## src/rtl/button_press_counter.sv

```systemverilog
// Synchronises, debounces and counts presses of an active-low push-button.
// Emits one-cycle press / long-press strobes; a long hold clears the LED count.
module button_press_counter #(
    parameter int DEBOUNCE_CYCLES   = 120000,
    parameter int LONG_PRESS_CYCLES = 12000000,
    parameter int COUNT_W           = 4
) (
    input  logic               clk,
    input  logic               rst_n,
    input  logic               btn_in,
    output logic [COUNT_W-1:0] led,
    output logic               btn_state,
    output logic               press_pulse,
    output logic               long_press_pulse
);

    localparam int DB_W   = $clog2(DEBOUNCE_CYCLES);
    localparam int HOLD_W = $clog2(LONG_PRESS_CYCLES);
    localparam logic [DB_W-1:0]   DB_MAX   = DB_W'(DEBOUNCE_CYCLES - 1);
    localparam logic [HOLD_W-1:0] HOLD_MAX = HOLD_W'(LONG_PRESS_CYCLES - 1);

    typedef enum logic [1:0] {
        IDLE    = 2'd0,
        PRESSED = 2'd1,
        HELD    = 2'd2
    } state_t;

    logic [1:0]         sync_q;
    logic               raw_pressed;
    logic [DB_W-1:0]    db_cnt;
    logic               mismatch;
    logic               db_done;
    logic               btn_rise;
    logic               btn_fall;
    logic [HOLD_W-1:0]  hold_cnt;
    logic [HOLD_W-1:0]  hold_nxt;
    logic               hold_done;
    state_t             state;
    state_t             state_nxt;
    logic               press_nxt;
    logic               long_nxt;
    logic [COUNT_W-1:0] led_nxt;

    // Synchroniser resets to the released level so a held button reads as a new press.
    always_ff @(posedge clk or negedge rst_n) begin
        if (!rst_n) begin
            sync_q <= 2'b11;
        end else begin
            sync_q <= {sync_q[0], btn_in};
        end
    end

    assign raw_pressed = ~sync_q[1];
    assign mismatch    = raw_pressed ^ btn_state;
    assign db_done     = mismatch && (db_cnt == DB_MAX);
    assign btn_rise    = db_done && !btn_state;
    assign btn_fall    = db_done && btn_state;

    always_ff @(posedge clk or negedge rst_n) begin
        if (!rst_n) begin
            db_cnt    <= '0;
            btn_state <= 1'b0;
        end else begin
            if (!mismatch || db_done) begin
                db_cnt <= '0;
            end else begin
                db_cnt <= db_cnt + DB_W'(1);
            end
            btn_state <= btn_state ^ db_done;
        end
    end

    always_ff @(posedge clk or negedge rst_n) begin
        if (!rst_n) begin
            state <= IDLE;
        end else begin
            state <= state_nxt;
        end
    end

    assign hold_done = (state == PRESSED) && (hold_cnt == HOLD_MAX);

    // Release wins over a long press landing on the same edge.
    always_comb begin
        state_nxt = state;
        case (state)
            IDLE:    if (btn_rise) state_nxt = PRESSED;
            PRESSED: begin
                if (btn_fall)       state_nxt = IDLE;
                else if (hold_done) state_nxt = HELD;
            end
            HELD:    if (btn_fall) state_nxt = IDLE;
            default: state_nxt = IDLE;
        endcase
    end

    always_comb begin
        press_nxt = (state == IDLE) && btn_rise;
        long_nxt  = (state == PRESSED) && (state_nxt == HELD);
        hold_nxt  = '0;
        if (state == PRESSED && state_nxt == PRESSED) begin
            hold_nxt = hold_cnt + HOLD_W'(1);
        end else if (state_nxt == HELD) begin
            hold_nxt = hold_cnt;
        end
        led_nxt = led;
        if (press_nxt) begin
            led_nxt = led + COUNT_W'(1);
        end else if (long_nxt) begin
            led_nxt = '0;
        end
    end

    always_ff @(posedge clk or negedge rst_n) begin
        if (!rst_n) begin
            hold_cnt         <= '0;
            led              <= '0;
            press_pulse      <= 1'b0;
            long_press_pulse <= 1'b0;
        end else begin
            hold_cnt         <= hold_nxt;
            led              <= led_nxt;
            press_pulse      <= press_nxt;
            long_press_pulse <= long_nxt;
        end
    end

endmodule
```

## config.mk

```make
export PLATFORM = sky130hd
export DESIGN_NAME = button_press_counter
export DESIGN_NICKNAME = d
export VERILOG_FILES = /design/src/rtl/button_press_counter.sv
export SDC_FILE = /design/constraint.sdc
export NUM_CORES = 1
export LEC_CHECK = 0
export BUFFER_PORTS_ARGS = -buffer_cell sky130_fd_sc_hd__buf_4
export CELL_PAD_IN_SITES_DETAIL_PLACEMENT = 0
export CELL_PAD_IN_SITES_GLOBAL_PLACEMENT = 1
export CORE_MARGIN = 10
export CORE_UTILIZATION = 52
export DETAILED_ROUTE_END_ITERATION = 10
export PLACE_DENSITY_LB_ADDON = 0.12
export SKIP_CTS_REPAIR_TIMING = 1
export SLEW_MARGIN = 10
export SYNTH_ARGS = -nofsm -noshare
export SYNTH_HDL_FRONTEND = slang
export SYNTH_SLANG_ARGS = --single-unit
```

## constraint.sdc

```tcl
create_clock -name clk -period 7.5 [get_ports clk]
set_clock_uncertainty 0.15 [all_clocks]
set_input_delay 1.5 -clock clk [delete_from_list [all_inputs] [get_ports clk]]
set_output_delay 1.5 -clock clk [all_outputs]
set_load 0.02 [all_outputs]
```

==> results.md, run 1 <==
- Final slew viol count: 0
- Fin crit share: 39.9%
- RSZ-0062 raised after global routing: no
- Vias in the first global route: 1782
- Synth Flop Type: dfrtp_1
- Unique masters post-synth: 47
- Worst Path Buf+Inv: 0
- Pleak: 1.28 nW
- Antenna violations before repair: 0
- Nets: 270
- Num Clock Sinks: 52
- Status: finished, final reports clean
- Post-synthesis register bit count: 52
- Commonest non-fill, non-tap cells in the layout: 50 x dfrtp_1, 40 x nor2_1, 25 x xor2_1
- Commonest non-fill, non-tap cell in the layout: dfrtp_1
- Remaining DRCs: 0
- Routed vias: 1814
- Switching pwr: 101 uW
- Number of synthesized flops with an enable pin: 0
- H-tree lvl count: 2
- Power Density: 163 nW/um2
- Filler Cell Count: 462
- Cell row count: 25
- Max Cap Violations: 0
- DIE WIDTH: 91.0 um
- Max Freq: 334 MHz
- Via density per instance: 5.50
- Clock tree buffer depth: 2
- Worst-path cell chain: nor4b_1 -> nand4_1 -> or3_4 -> nor2_1 -> ha_1 -> nor3b_2 -> nor2_1 -> nor2_1
- Clk slew on worst S/H paths: 100 ps
- Share of flip-flops with an asynchronous set or reset: 100%
- Post-synth net total: 260
- Largest net degree at the start of global routing: 53
- TritonRoute pass-1 iters: 4
- Post-synthesis sequential area ratio: 49.8%
- Hold violation count in the final report: 0
- Placer Congestion: 0.770
- Critical Path AT: 3000 ps
- Slew of the pin with the lowest slew margin: 1040 ps
- Worst Hold Class: reg -> reg
- Worst EP required: 7500 ps
- Ant. Diodes: 0
- Antenna-violating nets left: 0
- CP max stage cell: nor2_1
- Grt ovf: 0
- Setup_tns: 0 ps
- Pint: 360 uW
- Yosys Warn Count: 0
- Share of layout cells above drive strength 1: 13.3%
- Synthesized cell area: 2620 um2
- Top cell by count, worst path: nor2_1
- Slew margin rel.: 30.1%
- GRT Util Overall: 11.9%
- Gate power share: 2.2%
- Port-buffer cells: 9
- WL final: 4.63 mm
- Initial Util: 54.4%
- Ports: 10
- Global-route wire length before repair: 8.34 mm
- Die Area: 8280 um2
- Maximum fanout along the worst path: 15
- Final setup vio count: 0
- Avg Cell Area, Syn: 10.4 um2
- WL per Instance: 14.0 um
- Clock share of power: 36.1%
- CP max stage delay: 820 ps
- Share of power burned in registers: 61.6%
- CP Class: reg -> reg
- Core footprint: 4820 um2
- Instance count of the mapped netlist: 252
- DR iter-0 viols: 105
- Switch share: 21.9%
- CP Launch Type: flop
- Final hold slack: 211 ps
- Die Ht: 91.0 um
- Max IR drop VDD: 113 uV
- Root Buffer: clkbuf_8
- CP endpoint kind: flop
- Worst skew pair latency: 300 ps
- HPWL Detailed: 3.17 mm
- Top delay family on crit path: simple AND/OR/NAND/NOR gates
- TritonCTS clock tree: built
- Area Overhead vs Synth: 7.55%
- Final min period: 3000 ps
- CTS Buf Count: 5
-- per-stage QoR --
step                cells  total power, mW  util [%]  cell area (um2)  setup WS (ps)
floorplan             252            0.294         -             2620           4860
finish                330            0.461      58.5             2820           4500
CTS                   330            0.467      58.5             2820           4470
global route          330            0.479      58.5             2820           4190
detailed placement    322            0.300      56.5             2720           4470
global placement      322            0.300      56.5             2720           4540
-- cell usage after synthesis, types with 3 or more instances --
cell type | instances | area, um2
a21oi_1 | 6 | 30.0
a31oi_1 | 5 | 31.3
and3_1 | 6 | 37.5
and4_1 | 6 | 52.6
buf_6 | 3 | 33.8
dfrtp_1 | 50 | 1250
ha_1 | 5 | 62.6
inv_1 | 5 | 18.8
nand2_1 | 20 | 75.1
nand3_1 | 12 | 60.1
nand4_1 | 11 | 68.8
nor2_1 | 40 | 150
o21ai_0 | 9 | 45.0
xnor2_1 | 5 | 43.8
xor2_1 | 25 | 219
-- final timing paths --
| path | slack [ps] | endpoint | cells after the start | start |
|---|---|---|---|---|
| worst max-delay path | 4500 | hold_cnt[15] | 8 | db_cnt[6] |
| worst min-delay path | 210 | sync_q[1] | 0 | sync_q[0] |
| worst max register to register | 4500 | hold_cnt[15] | 8 | db_cnt[6] |
| worst min register to register | 210 | sync_q[1] | 0 | sync_q[0] |
| max in group asynchronous | 5710 | long_press_pulse | 1 | rst_n |
| min in group asynchronous | 1060 | hold_cnt[17] | 1 | rst_n |
-- logic make-up (layout without fill, tap and decap cells) --
family,count (synthesis),in the layout,share of synthesized area (%)
flops,52,52,49.8
xor+xnor,30,30,10.0
buf+inv,11,22,2.53
simple gates,124,124,28.2
fa+ha+maj,5,5,2.39
compound gates,30,30,7.07
-- power groups by stage --
stage	Clock [mW]	Combinational [mW]	Sequential, mW
after floorplan	0	0.00485	0.289
after global placement	0	0.0109	0.289
after detailed placement	0	0.0109	0.289
after CTS	0.173	0.0110	0.284
after global routing	0.182	0.0122	0.284
final	0.166	0.0102	0.284
-- cell type report --
type	instances	area, um2	area share [%]
flip-flops and latches	52	1300	46.3
multi-input cells	189	1250	44.4
clock buffers	7	86.3	3.06
well taps	67	83.8	2.98
repair buffers	9	67.6	2.40
inverters	5	18.8	0.666
clock inverters	1	7.51	0.266
-- layer usage --
layer	vias to the layer above	track usage, %	routed length [um]
met3	5	2.39	118
met5	-	0	0
li1	905	-	-
met1	883	15.7	2360
met2	21	18.7	2090
met4	0	4.70	66
-- flip-flops by register name, indices dropped and copies added (netlist names) --
name	flops
hold_cnt	24
btn_state	1
led	4
state	2
long_press_pulse	1
press_pulse	1
sync_q	2
db_cnt	17
No activity file was read; power rests on OpenSTA's default activity.
==> inputs of run 2 (changes only) <==
ABC_AREA = 1   (was unset)
CORE_UTILIZATION = 46   (was 52)
clock period = 2.9 ns   (was 7.5 ns; I/O delays follow)
==> run 2 against run 1 <==
Compared with the run above: non-clock buffer count is 1 higher; first-iteration DRC count is 11% higher; area after synthesis rose by 17%; register-to-register slack lost 4100 ps; critical path type unchanged.
==> results.md, run 2 <==
- Status: finished, final reports clean
- Largest regs: hold_cnt: 24 flops, db_cnt: 17 flops, led: 4 flops
- Final slew viol count: 0 (unchanged)
- Ports: 10 (unchanged)
- TritonCTS clock tree: built
- Post-synth net total: 410 (+58%)
- Unique masters post-synth: 32 (-32%)
- Area Overhead vs Synth: 7.42%
- Worst skew pair latency: 310 ps (about the same)
- Instance count of the mapped netlist: 402 (+60%)
- Synth Area in Simple Gates: 33.9% (+5.6 points)
- CP Class: reg -> reg
- Multi-input gate area in the final layout: 1500 um2 (+20%)
- Synth area leaders: dfrtp_1 41%, nand2_1 15%, xor2_1 7.5%, nor2_1 6.6%, inv_1 6.5%
- DR iter-0 viols: 117 (+11%)
- Synth Area in XOR/XNOR: 7.75% (-2.3 points)
- Max Cap Violations: 0 (unchanged)
- Vias in the first global route: 2313 (+30%)
- WL per Instance: 12.8 um (-8.5%)
- Compound-cell area share of the yosys netlist: 5.45% (-1.6 points)
- Reg area: 1300 um2 (unchanged)
- Final setup vio count: 0 (unchanged)
- Share of layout cells above drive strength 1: 11.1% (-2.2 points)
- Pleak: 1.58 nW (+24%)
- Slew of the pin with the lowest slew margin: 682 ps (-362 ps)
- Placer Congestion: 0.844 (+9.6%)
- Num Clock Sinks: 52 (unchanged)
- Avg Cell Area, Syn: 7.59 um2 (-27%)
- Setup_tns: 0 ps (unchanged)
- Count leader, synth: nand2_1
- RSZ-0062 raised after global routing: no
- GRT Util Overall: 12.9% (+1.1 points)
- CP Launch Type: flop
- Nets: 422 (+56%)
- Largest family of logic cells by synthesized area: simple AND/OR/NAND/NOR gates
- Post-synthesis register bit count: 52 (unchanged)
- Slew margin rel.: 54.5% (+24 points)
- Core footprint: 6390 um2 (+33%)
- HPWL Detailed: 4.58 mm (+45%)
- Maximum fanout along the worst path: 21 (+6)
- Share of flip-flops with an asynchronous set or reset: 100% (unchanged)
- Filler Cell Count: 633 (+37%)
- Post-synthesis sequential area ratio: 42.7% (-7.1 points)
- CTS Buf Count: 5 (unchanged)
- Commonest non-fill, non-tap cell in the layout: nand2_1
- Power Density: 366 nW/um2 (+120%)
- Largest net degree at the start of global routing: 53 (unchanged)
- Fin cells: 492 (+49%)
- Die Area: 10300 um2 (+24%)
- Critical Path AT: 2600 ps (-400 ps)
- WL final: 6.32 mm (+36%)
- Port-buffer cells: 9 (unchanged)
- H-tree lvl count: 2 (unchanged)
- DIE WIDTH: 101 um (+12%)
- Worst EP required: 2980 ps (-4520 ps)
- Routed vias: 2428 (+34%)
- Grt ovf: 0 (unchanged)
- Via density per instance: 4.93 (-10%)
- Yosys Warn Count: 0 (unchanged)
- Cell row count: 29 (+16%)
- Synth Area in Adders: 2.05% (-0.34 points)
- Global-route wire length before repair: 11.0 mm (+32%)
- Clock tree buffer depth: 2 (unchanged)
- Antenna violations before repair: 0 (unchanged)
- Max reg flops: 24 (unchanged)
- Initial Util: 47.8% (-6.6 points)
- Ant. Diodes: 0 (unchanged)
- Die Ht: 101 um (+12%)
- Remaining DRCs: 0 (unchanged)
- Final min period: 2510 ps (-481 ps)
- Fin crit share: 86.7% (+47 points)
- Commonest non-fill, non-tap cells in the layout: 123 x nand2_1, 54 x nor2_1, 53 x inv_1
- Reg with most FFs: hold_cnt
- Synth area leader: dfrtp_1
- Worst Hold Class: in -> async
- Synthesized cell area: 3050 um2 (+17%)
- TritonRoute pass-1 iters: 4 (unchanged)
- Max Freq: 398 MHz (+19%)
- Pwr Total: 1.20 mW (+160%)
- Utilization after layout: 51.4% (-7.1 points)
- Mux cell area share after synthesis: 0% (unchanged)
- Synth Flop Type: dfrtp_1
- Max IR drop VDD: 301 uV (+170%)
- Top cells by count, synth: 123 x nand2_1, 54 x nor2_1, 53 x inv_1
- Root Buffer: clkbuf_8
- Clk slew on worst S/H paths: 110 ps (about the same)
- Inst Count DP: 484 (+50%)
- CP endpoint kind: flop
- Antenna-violating nets left: 0 (unchanged)
- Number of synthesized flops with an enable pin: 0 (unchanged)
- Post-synth top area share: 41.0% (-6.8 points)
- Hold violation count in the final report: 0 (unchanged)
-- run 2: changes by cell type after synthesis, moves of 5 or more --
cell     change
and3_1       -6
nand3_1     +11
nor3_1      +10
nor2_1      +14
and4_1       -6
nand2_1    +103
o21ai_2      +9
inv_1       +48
a31oi_1      -5
-- run 2: path summary, 6_finish.rpt --
kind / startpoint / end / slack [ps] / depth (start not counted)
worst max register to register: db_cnt[0] / hold_cnt[8] / 390 / 12
worst min register to register: sync_q[0] / sync_q[1] / 210 / 0
min in group clk: sync_q[0] / sync_q[1] / 210 / 0
worst min-delay path: rst_n / hold_cnt[12] / 130 / 1
worst max-delay path: db_cnt[0] / hold_cnt[8] / 390 / 12
max in group asynchronous: rst_n / hold_cnt[18] / 1990 / 1
-- run 2: critical path, cell delays in order, from the launching register on --
cell	delay, ps
dfrtp_1	410
ha_1	230
nand3_1	180
nor3_2	80
nand4_1	150
nor2_1	90
ha_1	220
a21oi_4	210
inv_1	80
nor3_2	160
buf_4	290
nand2_1	100
o21ai_2	70
-- run 2: cell type report --
type                            instances  share of cell area (%)
Timing Repair Buffer                   10                    2.29
Clock inverter                          3                   0.801
Tap cell                               77                    2.94
Sequential cell                        52                    39.8
Inverter                               56                    6.41
Clock buffer                            5                    2.10
Multi-Input combinational cell        289                    45.7
-- run 2: through the flow --
stage / hold slack [ps] / area [um2] / setup slack [ps]
2_1_floorplan: 134 / 3050 / 698
3_3_place_gp: 199 / 3180 / 522
3_5_place_dp: 198 / 3180 / 421
4_1_cts: 174 / 3280 / 382
5_1_grt: 194 / 3280 / 144
6_report: 129 / 3280 / 386
-- run 2: cell families after synthesis --
| group | Yosys count |
|---|---|
| DFF | 52 |
| adders and majority gates | 5 |
| buffers and inverters | 61 |
| xor gates and xnor gates | 27 |
| and+or+nand+nor | 236 |
| AOI/OAI and AO/OA | 21 |
-- run 2: metal layers --
metal / part of all wire, % / GRT usage [%] / wire length (um)
met4: 0.63 / 2.68 / 40
met1: 53 / 18.7 / 3360
met2: 44 / 19.5 / 2790
met5: 0 / 0 / 0
met3: 2.1 / 2.59 / 130
-- run 2: power breakdown --
| group | internal, mW | total [mW] | switching, mW |
|---|---|---|---|
| clock | 0.178 | 0.439 | 0.261 |
| combinational | 0.00511 | 0.0265 | 0.0214 |
| sequential | 0.730 | 0.733 | 0.00269 |
==> inputs of run 3 (changes only) <==
CORE_UTILIZATION = 50   (was 46)
clock period = 3 ns   (was 2.9 ns; I/O delays follow)
==> run 3 against run 2 <==
Compared with the run above: sequential cell count stayed put; setup slack better by 100 ps; total power is 4.4% lower; critical path depth is 1 lower; routed wire length is 1.6% lower; first-iteration DRC count is 9.4% lower; die area is 6.4% lower; sequential power is 3.3% lower; sequential share of layout area is 0.11 points higher; utilization is 3.9 points higher; highest routed layer unchanged.
==> results.md, run 3 (synthesis results as in run 2) <==
- Status: finished, final reports clean
- Fin crit share: 83.7% (-3.0 points)
- Clock tree buffer depth: 2 (unchanged)
- Max IR drop VDD: 214 uV (-29%)
- Vias in the first global route: 2322 (+0.39%)
- Setup_tns: 0 ps (unchanged)
- Initial Util: 51.6% (+3.8 points)
- Die Ht: 98.1 um (-3.3%)
- Worst EP required: 3060 ps (+80 ps)
- Commonest non-fill, non-tap cells in the layout: 123 x nand2_1, 54 x nor2_1, 53 x inv_1
- Commonest non-fill, non-tap cell in the layout: nand2_1
- Port-buffer cells: 9 (unchanged)
- Final setup vio count: 0 (unchanged)
- TritonRoute pass-1 iters: 5 (+1)
- WL final: 6.22 mm (-1.6%)
- Worst Hold Class: in -> async
- Pleak: 1.57 nW (-0.49%)
- DP Worst Slack: 534 ps (+114 ps)
- CP endpoint kind: flop
- Share of layout cells above drive strength 1: 10.8% (-0.24 points)
- WL per Instance: 12.7 um (-1.2%)
- CTS Buf Count: 5 (unchanged)
- Hold violation count in the final report: 0 (unchanged)
- Slew of the pin with the lowest slew margin: 657 ps (-25.8 ps)
- Via density per instance: 4.89 (-1.0%)
- HPWL Detailed: 4.49 mm (-2.1%)
- DIE WIDTH: 98.1 um (-3.3%)
- Antenna-violating nets left: 0 (unchanged)
- CP max stage delay: 380 ps (-30 ps)
- Final slew viol count: 0 (unchanged)
- Global-route wire length before repair: 10.9 mm (-1.3%)
- CP Launch Type: flop
- Placer Congestion: 0.848 (+0.51%)
- CP max stage cell: dfrtp_1
- Remaining DRCs: 0 (unchanged)
- Nets: 422 (unchanged)
- H-tree lvl count: 2 (unchanged)
- Die Area: 9630 um2 (-6.4%)
- Worst setup margin: 488 ps (+103 ps)
- Core footprint: 5920 um2 (-7.3%)
- Worst-path cell chain: ha_1 -> nand3_1 -> nor3_2 -> nand4_1 -> nor2_1 -> ha_1 -> a21oi_4 -> nand2_4 -> inv_2 -> nand2_1 -> nand2_1
- Cell row count: 28 (-3.4%)
- Critical Path AT: 2570 ps (-30 ps)
- Ant. Diodes: 0 (unchanged)
- Final hold slack: 162 ps (+32.9 ps)
- Grt ovf: 0 (unchanged)
- Clk slew on worst S/H paths: 100 ps (about the same)
- TritonCTS clock tree: built
- Max reg flops: 24 (unchanged)
- Routed vias: 2394 (-1.4%)
- Reg with most FFs: hold_cnt
- Largest net degree at the start of global routing: 53 (unchanged)
- RSZ-0062 raised after global routing: no
- Area Overhead vs Synth: 7.13%
- Power Density: 350 nW/um2 (-4.1%)
- Slew margin rel.: 56.2% (+1.7 points)
- Ports: 10 (unchanged)
- Worst Path Buf+Inv: 1 (-1)
- Root Buffer: clkbuf_8
- Max Freq: 398 MHz (about the same)
- Final min period: 2510 ps (-2.50 ps)
- CP Class: reg -> reg
- Top delay family on crit path: simple AND/OR/NAND/NOR gates
- Antenna violations before repair: 0 (unchanged)
- Maximum fanout along the worst path: 12 (-43%)
- Num Clock Sinks: 52 (unchanged)
- Largest regs: hold_cnt: 24 flops, db_cnt: 17 flops, led: 4 flops
- GRT Util Overall: 13.2% (+0.23 points)
- Max Cap Violations: 0 (unchanged)
- Worst skew pair latency: 310 ps (about the same)
- DR iter-0 viols: 106 (-9.4%)
==> run 3: cell count changes in the layout (fill, tap and decap cells not counted) <==
| cell | change |
|---|---|
| inv_6 | -2 |
| clkbuf_1 | +1 |
| clkinvlp_4 | +1 |
==> run 3: routing by layer <==
layer	GRT usage [%]	share of wire, %	vias up
li1	-	-	1269
met1	19.1	53	1086
met2	19.2	43	34
met3	2.54	2.8	5
met4	3.75	1.1	0
met5	0	0	-
==> run 3: final timing paths <==
kind,start,to,cells after the start,slack [ps]
max in group asynchronous,rst_n,hold_cnt[1],1,2100
min in group clk,sync_q[0],sync_q[1],0,210
setup / recovery,db_cnt[0],hold_cnt[2],11,490
hold / removal,rst_n,hold_cnt[12],1,160
setup reg to reg,db_cnt[0],hold_cnt[2],11,490
hold reg to reg,sync_q[0],sync_q[1],0,210
==> run 3: stage by stage <==
step | utilization, % | cell area (um2) | total power, mW | cells
floorplan | - | 3050 | 0.731 | 402
global placement | 53.7 | 3180 | 0.749 | 482
detailed placement | 53.7 | 3180 | 0.750 | 482
CTS | 55.2 | 3270 | 1.16 | 490
global route | 55.2 | 3270 | 1.19 | 490
finish | 55.2 | 3270 | 1.15 | 490
==> run 3: where the power goes <==
group	switching, mW	internal, mW	total, mW
Clock	0.245	0.167	0.412
Combinational	0.0203	0.00493	0.0252
Sequential	0.00273	0.706	0.709
Total	0.269	0.878	1.15
==> run 3: layout make-up <==
type	count	area [um2]
clock buffer	6	72.6
clock inverter	2	16.3
fill	587	2650
inverter	56	210
multi-input combinational	289	1500
sequential	52	1300
tap	75	93.8
timing repair buffer	10	75.1
